==> src/rtl/mem_port_arbiter.sv <==
// Single-port RAM arbiter between IF (fetch) and MEM (load/store) with per-owner read return.
// Optional ARB_PERF_CNT_EN adds conflict and IF-stall cycle counters.
module mem_port_arbiter #(
    parameter int AW             = 10,
    parameter int DW             = 32,
    parameter int RD_LAT         = 1,
    parameter int MAX_MEM_STREAK = 3
) (
    input  logic          clk,
    input  logic          rst_n,
    input  logic          if_req,
    input  logic [AW-1:0] if_addr,
    input  logic          if_kill,
    output logic          if_gnt,
    output logic          if_rvalid,
    output logic [DW-1:0] if_rdata,
    input  logic          mem_req,
    input  logic          mem_we,
    input  logic [AW-1:0] mem_addr,
    input  logic [DW-1:0] mem_wdata,
    output logic          mem_gnt,
    output logic          mem_rvalid,
    output logic [DW-1:0] mem_rdata,
    output logic          stall_if,
    output logic          stall_mem,
    output logic          ram_en,
    output logic          ram_we,
    output logic [AW-1:0] ram_addr,
    output logic [DW-1:0] ram_wdata,
    input  logic [DW-1:0] ram_rdata
`ifdef ARB_PERF_CNT_EN
    ,
    output logic [31:0]   conflict_cnt,
    output logic [31:0]   if_stall_cnt
`endif
);

    logic [3:0]        streak;
    logic              streak_max;
    logic              if_win;
    logic [RD_LAT:0]   vld_pipe;
    logic [RD_LAT:0]   own_pipe;   // 1 = IF owns the read
    logic [DW-1:0]     if_rdata_q;
    logic [DW-1:0]     mem_rdata_q;

    assign streak_max = (streak == 4'(MAX_MEM_STREAK));
    assign if_win     = if_req & (~mem_req | streak_max);

    // Grants are combinational but forced low while reset is asserted.
    assign if_gnt    = rst_n & if_win;
    assign mem_gnt   = rst_n & mem_req & ~if_win;
    assign stall_if  = rst_n & if_req & ~if_gnt;
    assign stall_mem = rst_n & mem_req & ~mem_gnt;

    assign if_rvalid  = rst_n & vld_pipe[RD_LAT] & own_pipe[RD_LAT];
    assign mem_rvalid = rst_n & vld_pipe[RD_LAT] & ~own_pipe[RD_LAT];
    assign if_rdata   = !rst_n ? '0 : (if_rvalid  ? ram_rdata : if_rdata_q);
    assign mem_rdata  = !rst_n ? '0 : (mem_rvalid ? ram_rdata : mem_rdata_q);

    always_ff @(posedge clk) begin
        if (!rst_n) begin
            streak      <= '0;
            ram_en      <= 1'b0;
            ram_we      <= 1'b0;
            ram_addr    <= '0;
            ram_wdata   <= '0;
            vld_pipe    <= '0;
            own_pipe    <= '0;
            if_rdata_q  <= '0;
            mem_rdata_q <= '0;
        end else begin
            if (!if_req || if_gnt)
                streak <= '0;
            else if (mem_gnt && !streak_max)
                streak <= streak + 4'd1;

            ram_en <= if_gnt | mem_gnt;
            ram_we <= mem_gnt & mem_we;
            if (if_gnt) begin
                ram_addr <= if_addr;
            end else if (mem_gnt) begin
                ram_addr  <= mem_addr;
                ram_wdata <= mem_wdata;
            end

            // A same-cycle IF grant is issued to the RAM but its tag is born dead under kill.
            vld_pipe[0] <= (if_gnt & ~if_kill) | (mem_gnt & ~mem_we);
            own_pipe[0] <= if_gnt;
            for (int i = 1; i <= RD_LAT; i++) begin
                vld_pipe[i] <= vld_pipe[i-1] & ~(if_kill & own_pipe[i-1]);
                own_pipe[i] <= own_pipe[i-1];
            end

            if (if_rvalid)  if_rdata_q  <= ram_rdata;
            if (mem_rvalid) mem_rdata_q <= ram_rdata;
        end
    end

`ifdef ARB_PERF_CNT_EN
    always_ff @(posedge clk) begin
        if (!rst_n) begin
            conflict_cnt <= '0;
            if_stall_cnt <= '0;
        end else begin
            conflict_cnt <= conflict_cnt + 32'(if_req & mem_req);
            if_stall_cnt <= if_stall_cnt + 32'(stall_if);
        end
    end
`endif

endmodule
==> config.mk <==
export PLATFORM = sky130hd
export DESIGN_NAME = mem_port_arbiter
export DESIGN_NICKNAME = d
export VERILOG_FILES = /design/src/rtl/mem_port_arbiter.sv
export SDC_FILE = /design/constraint.sdc
export NUM_CORES = 1
export LEC_CHECK = 0
export CORE_ASPECT_RATIO = 1.2
export CORE_MARGIN = 3
export CORE_UTILIZATION = 41
export CTS_CLUSTER_SIZE = 24
export DETAILED_ROUTE_END_ITERATION = 12
export GPL_ROUTABILITY_DRIVEN = 0
export PLACE_DENSITY = 0.79
export SLEW_MARGIN = 20
export SYNTH_ARGS = -nofsm -noshare
export SYNTH_HDL_FRONTEND = slang
export SYNTH_SLANG_ARGS = --single-unit
==> constraint.sdc <==
create_clock -name clk -period 1.9 [get_ports clk]
set_clock_uncertainty 0.05 [all_clocks]
set_input_delay 0.285 -clock clk [delete_from_list [all_inputs] [get_ports clk]]
set_output_delay 0.285 -clock clk [all_outputs]
set_load 0.02 [all_outputs]
# == Word level (Yosys, flattened, before mapping) ==
# Cells that the tools add are included.
# Widths: inputs -> output; s select.
# word_totals
in_bits,90
latchBits,0
ff_bits,116
mem_bits_rw,0
word_cells,51
n_memories,0
rom_bits,0
# classes
n_lt_le_gt_ge,0
n_div,0
add_sub_neg,1
eq_ne,1
n_bitwise,27
n_shift,0
n_mul,0
muxes,6
reduce_logical,7
# ops
operator,count
$mux 32,4
$mux 10,2
$and 1x1->1,15
$not 1->1,9
$add 4x1->4 const B,1
$eq 4x2->1 const B,1
$or 1x1->1,3
$logic_not 1->1,2
$reduce_and 2->1,1
$reduce_bool 2->1,1
$reduce_or 2->1,1
$logic_and 1x1->1,1
$logic_or 1x1->1,1

# == Longest topological paths before layout ==
# logic_depth
word_depth,7
ltp_mapped,6
depth_no_buf,5

# == Worst setup path after synthesis ==
# Ideal clock, no wire load.
# synth_path
path_kind,flip-flop to output port
startpoint,reg streak[0]
endpoint,out stall_mem
arrival_ns,1.389
stages_incl_launch_ff,5
n_path_buf,1
slack_ns,0.176
cell_sequence,dfxtp_1 ha_1 or3b_4 clkbuf_8 nor2_1
# synth_between
elab_chain_cells,7
# synth_lines
item,line_no,source
start: declaration,38,logic [3:0] streak;
start signal: assignment,75,streak <= streak + 4'd1;
$eq 4x2->1,46,assign streak_max = (streak == 4'(MAX_MEM_STREAK));
$or 1x1->1,47,assign if_win = if_req & (~mem_req | streak_max);
$and 1x1->1,47,
$not 1->1,51,assign mem_gnt = rst_n & mem_req & ~if_win;
$and 1x1->1,51,
$not 1->1,53,assign stall_mem = rst_n & mem_req & ~mem_gnt;
$and 1x1->1,53,
end: declaration,25,"output logic stall_mem,"
# Every way passes these cells.

# == Worst setup path after layout ==
# layout_path
startpoint,reg streak[1]
endpoint,out stall_if
# layout_between
elab_chain_cells,6
# layout_lines
item,line_no,source
$eq 4x2->1,46,
$or 1x1->1,47,
$and 1x1->1,47,
$and 1x1->1,50,assign if_gnt = rst_n & if_win;
$not 1->1 (no line),n/a,
$and 1x1->1,52,assign stall_if = rst_n & if_req & ~if_gnt;
end: declaration,24,"output logic stall_if,"
# Every way passes these cells.

==> results.json <==
{
  "status": "complete, but fails checks",
  "violations": "setup timing",
  "htreeDepth": 4,
  "internal-power_mw": 5.13,
  "slew_violations": 0,
  "io_pins": 204,
  "leakage_nw": 4.02,
  "cts_buffers": 17,
  "hold_violations": 0,
  "critPathKind": "reg -> out",
  "critical_path_arrival_ns": 1.83,
  "finalPower_mw": 6.91,
  "row_count": 41,
  "slowest_delay_ns": 0.42,
  "syn_avg_cell_area_um2": 8.34,
  "netlist_instances": 534,
  "tns_ns": -6.01,
  "fp.coreArea_um2": 10600,
  "rsz0062_at_grt": "yes",
  "synth_edf_count": 0,
  "drt-pass1-iter-count": 5,
  "synth.net_count": 625,
  "ant_nets": 0,
  "cts_tree": "yes",
  "top_usage_layer": "met2",
  "crit_chain": "ha_4, or3b_4, buf_6, or2b_1, inv_2, buf_6",
  "ys_ff_latch": 116,
  "post-synth-top-area-cell": "dfxtp_1",
  "stdcell_area_um2": 9050,
  "worstMarginPinSlew_ns": 0.551,
  "synthesis.area_um2": 4450,
  "grt_pass1_wl_mm": 22.6,
  "crit_buf_inv": 3,
  "layout-drive-gt1-share_pct": 39.7,
  "crit_path_start_kind": "register",
  "placed_cell_area_um2": 6760,
  "seq_area_frac_synth_pct": 52.1,
  "path_max_fanout": 3,
  "root_buffer": "clkbuf_16",
  "grt_antenna_before_repair": 0,
  "path_depth": 6,
  "r2r_cells": 6,
  "cp.required_ns": 1.56,
  "use_met3_pct": 8.95,
  "fin_nets": 895,
  "diodes": 0,
  "fin_crit_ns": 2.16,
  "drcViolationCount": 0,
  "grt.overflow.total": 0,
  "sw_frac_of_total_pct": 25.7,
  "end_kind": "output port",
  "fmax_mhz": 462,
  "die_w_um": 101,
  "setup_viol": 61,
  "grt_pass1_vias": 4718,
  "crit_family": "simple AND/OR/NAND/NOR gates",
  "finalCritPeriodShare_pct": 114,
  "critPathCapture": "stall_if",
  "clock-sinks": 116,
  "area_growth_pct": 103,
  "seq_area_um2": 2330,
  "cp_common_cell": "buf_6",
  "clkPwrFrac_pct": 48.1,
  "slew_headroom_pct": 63.3,
  "dieArea_um2": 12200,
  "synth_flop_cell": "dfxtp_1",
  "timing.hold.ws_ns": 0.330,
  "synth_top_cells_by_area": "dfxtp_1, nand2_1, mux2i_1, o21ai_0, inv_1",
  "r2r-end": "ram_wdata[5]",
  "first_iter_violations": 321,
  "cp-startpoint": "streak[1]",
  "grtUsageMet1_pct": 24.3,
  "synth_top_cell_area_share_pct": 52.1,
  "port_buffers": 203,
  "maxCapViolations": 0,
  "die_y_um": 120,
  "path_clk_slew_ns": 0.05,
  "worst-r2r-setup-slack_ns": -0.01,
  "grtUsageTotal_pct": 23.6,
  "vias_per_cell": 5.59,
  "synthDistinctLibCells": 30,
  "start_util_pct": 42.1,
  "num-fill-cells": 462,
  "cts_buffer_depth": 2,
  "final_common_cell": "clkdlybuf4s50_1",
  "vdd_drop_max_uv": 698,
  "ys_warn_count": 0,
  "hpwl_mm": 9.71,
  "wl_per_cell_um": 23.5,
  "fin_ws_ns": -0.264,
  "p_seq_share_pct": 37.5,
  "power.density_nw_per_um2": 763,
  "layout_common_cells": "clkdlybuf4s50_1, nand2_1, dfxtp_1",
  "met2_usage_pct": 42.1,
  "hold_path.class": "in -> reg",
  "p_switching_mw": 1.78,
  "num_vias": 5286,
  "dp_slack_ns": -0.343,
  "grt_max_degree": 35,
  "wl_mm": 22.2,
  "multi_input_area_um2": 2730,
  "crit-reg2reg-launch": "streak[0]",
  "slowest_stage": "or3b_4",
  "async_flop_share_pct": 0,
  "worstSkewPairLatency_ns": 0.41,
  "comb_power_share_pct": 14.4
}
## flip-flops by register name, indices dropped and copies added (netlist names)
register	count
mem_rdata_q	32
if_rdata_q	32
vld_pipe	2
ram_addr	10
own_pipe	2
ram_wdata	32
streak	4
ram_en	1
ram_we	1
## kinds of logic (layout without fill, tap and decap cells)
kind of cell,Yosys count,count (layout),share of synthesized area (%)
simple gates,200,201,18.1
flops,116,116,52.1
compound gates,101,101,12.6
buf+inv,75,357,7.64
mux,41,41,9.22
fa+ha+maj,1,1,0.281
## power by group through the flow
stage,clock (mW),sequential (mW),combinational (mW)
finish,3.32,2.59,0.997
global route,3.45,2.59,1.04
CTS,3.26,2.58,0.848
detailed placement,0,2.63,0.809
global placement,0,2.62,0.792
floorplan,0,2.71,0.259
## cell usage after synthesis, types with 4 or more instances
cell      number
inv_1         37
mux2i_1       41
o21ai_0       65
nand2_1      180
buf_2         12
dfxtp_1      116
a21oi_1       14
buf_4          5
nor2_1         4
clkbuf_1      18
o22ai_1        9
o21a_1         9
## worst min path at each step
| stage | slack [ns] | start | cells after the start | end |
|---|---|---|---|---|
| floorplan | 0.32 | if_kill | 1 | vld_pipe[1] |
| global placement | 0.37 | vld_pipe[0] | 2 | vld_pipe[1] |
| detailed placement | 0.37 | vld_pipe[0] | 2 | vld_pipe[1] |
| CTS | 0.29 | rst_n | 4 | vld_pipe[1] |
| global route | 0.35 | rst_n | 4 | vld_pipe[1] |
| finish | 0.33 | rst_n | 4 | vld_pipe[1] |
## worst min-delay path: stages
cell and delay, ns:
buf_4 0.14, buf_4 0.20, nand2_1 0.07, a21oi_1 0.04
## metrics by stage
step / util [%] / cells
detailed placement: 64.0 / 859
finish: 85.7 / 946
CTS: 71.4 / 901
global placement: 64.0 / 859
global route: 85.7 / 946
floorplan: - / 534
## routing by layer
metal / part of all wire (%) / vias up / wire [µm]
met5: 0 / - / 0
met3: 11 / 114 / 2390
met1: 36 / 2487 / 7920
met4: 6.0 / 0 / 1330
met2: 48 / 418 / 10600
li1: - / 2267 / -
## final cells by class
type                       count  area share, %
clock inverter                13           1.76
tap                          129           1.78
timing repair buffer         288           34.2
inverter                      37           1.53
multi-input combinational    344           30.1
sequential                   116           25.7
clock buffer                  19           4.89
## what timing repair did
| action | CTS | global route |
|---|---|---|
| cloned | 4 | 10 |
| setup endpoints to repair | 70 | 74 |
| pin swaps | 10 | 50 |
| hold buffers | 0 | 0 |
| resized for setup | 524 | 246 |
| setup buffers | 6 | 37 |
Power figures use the tool's default switching activity.
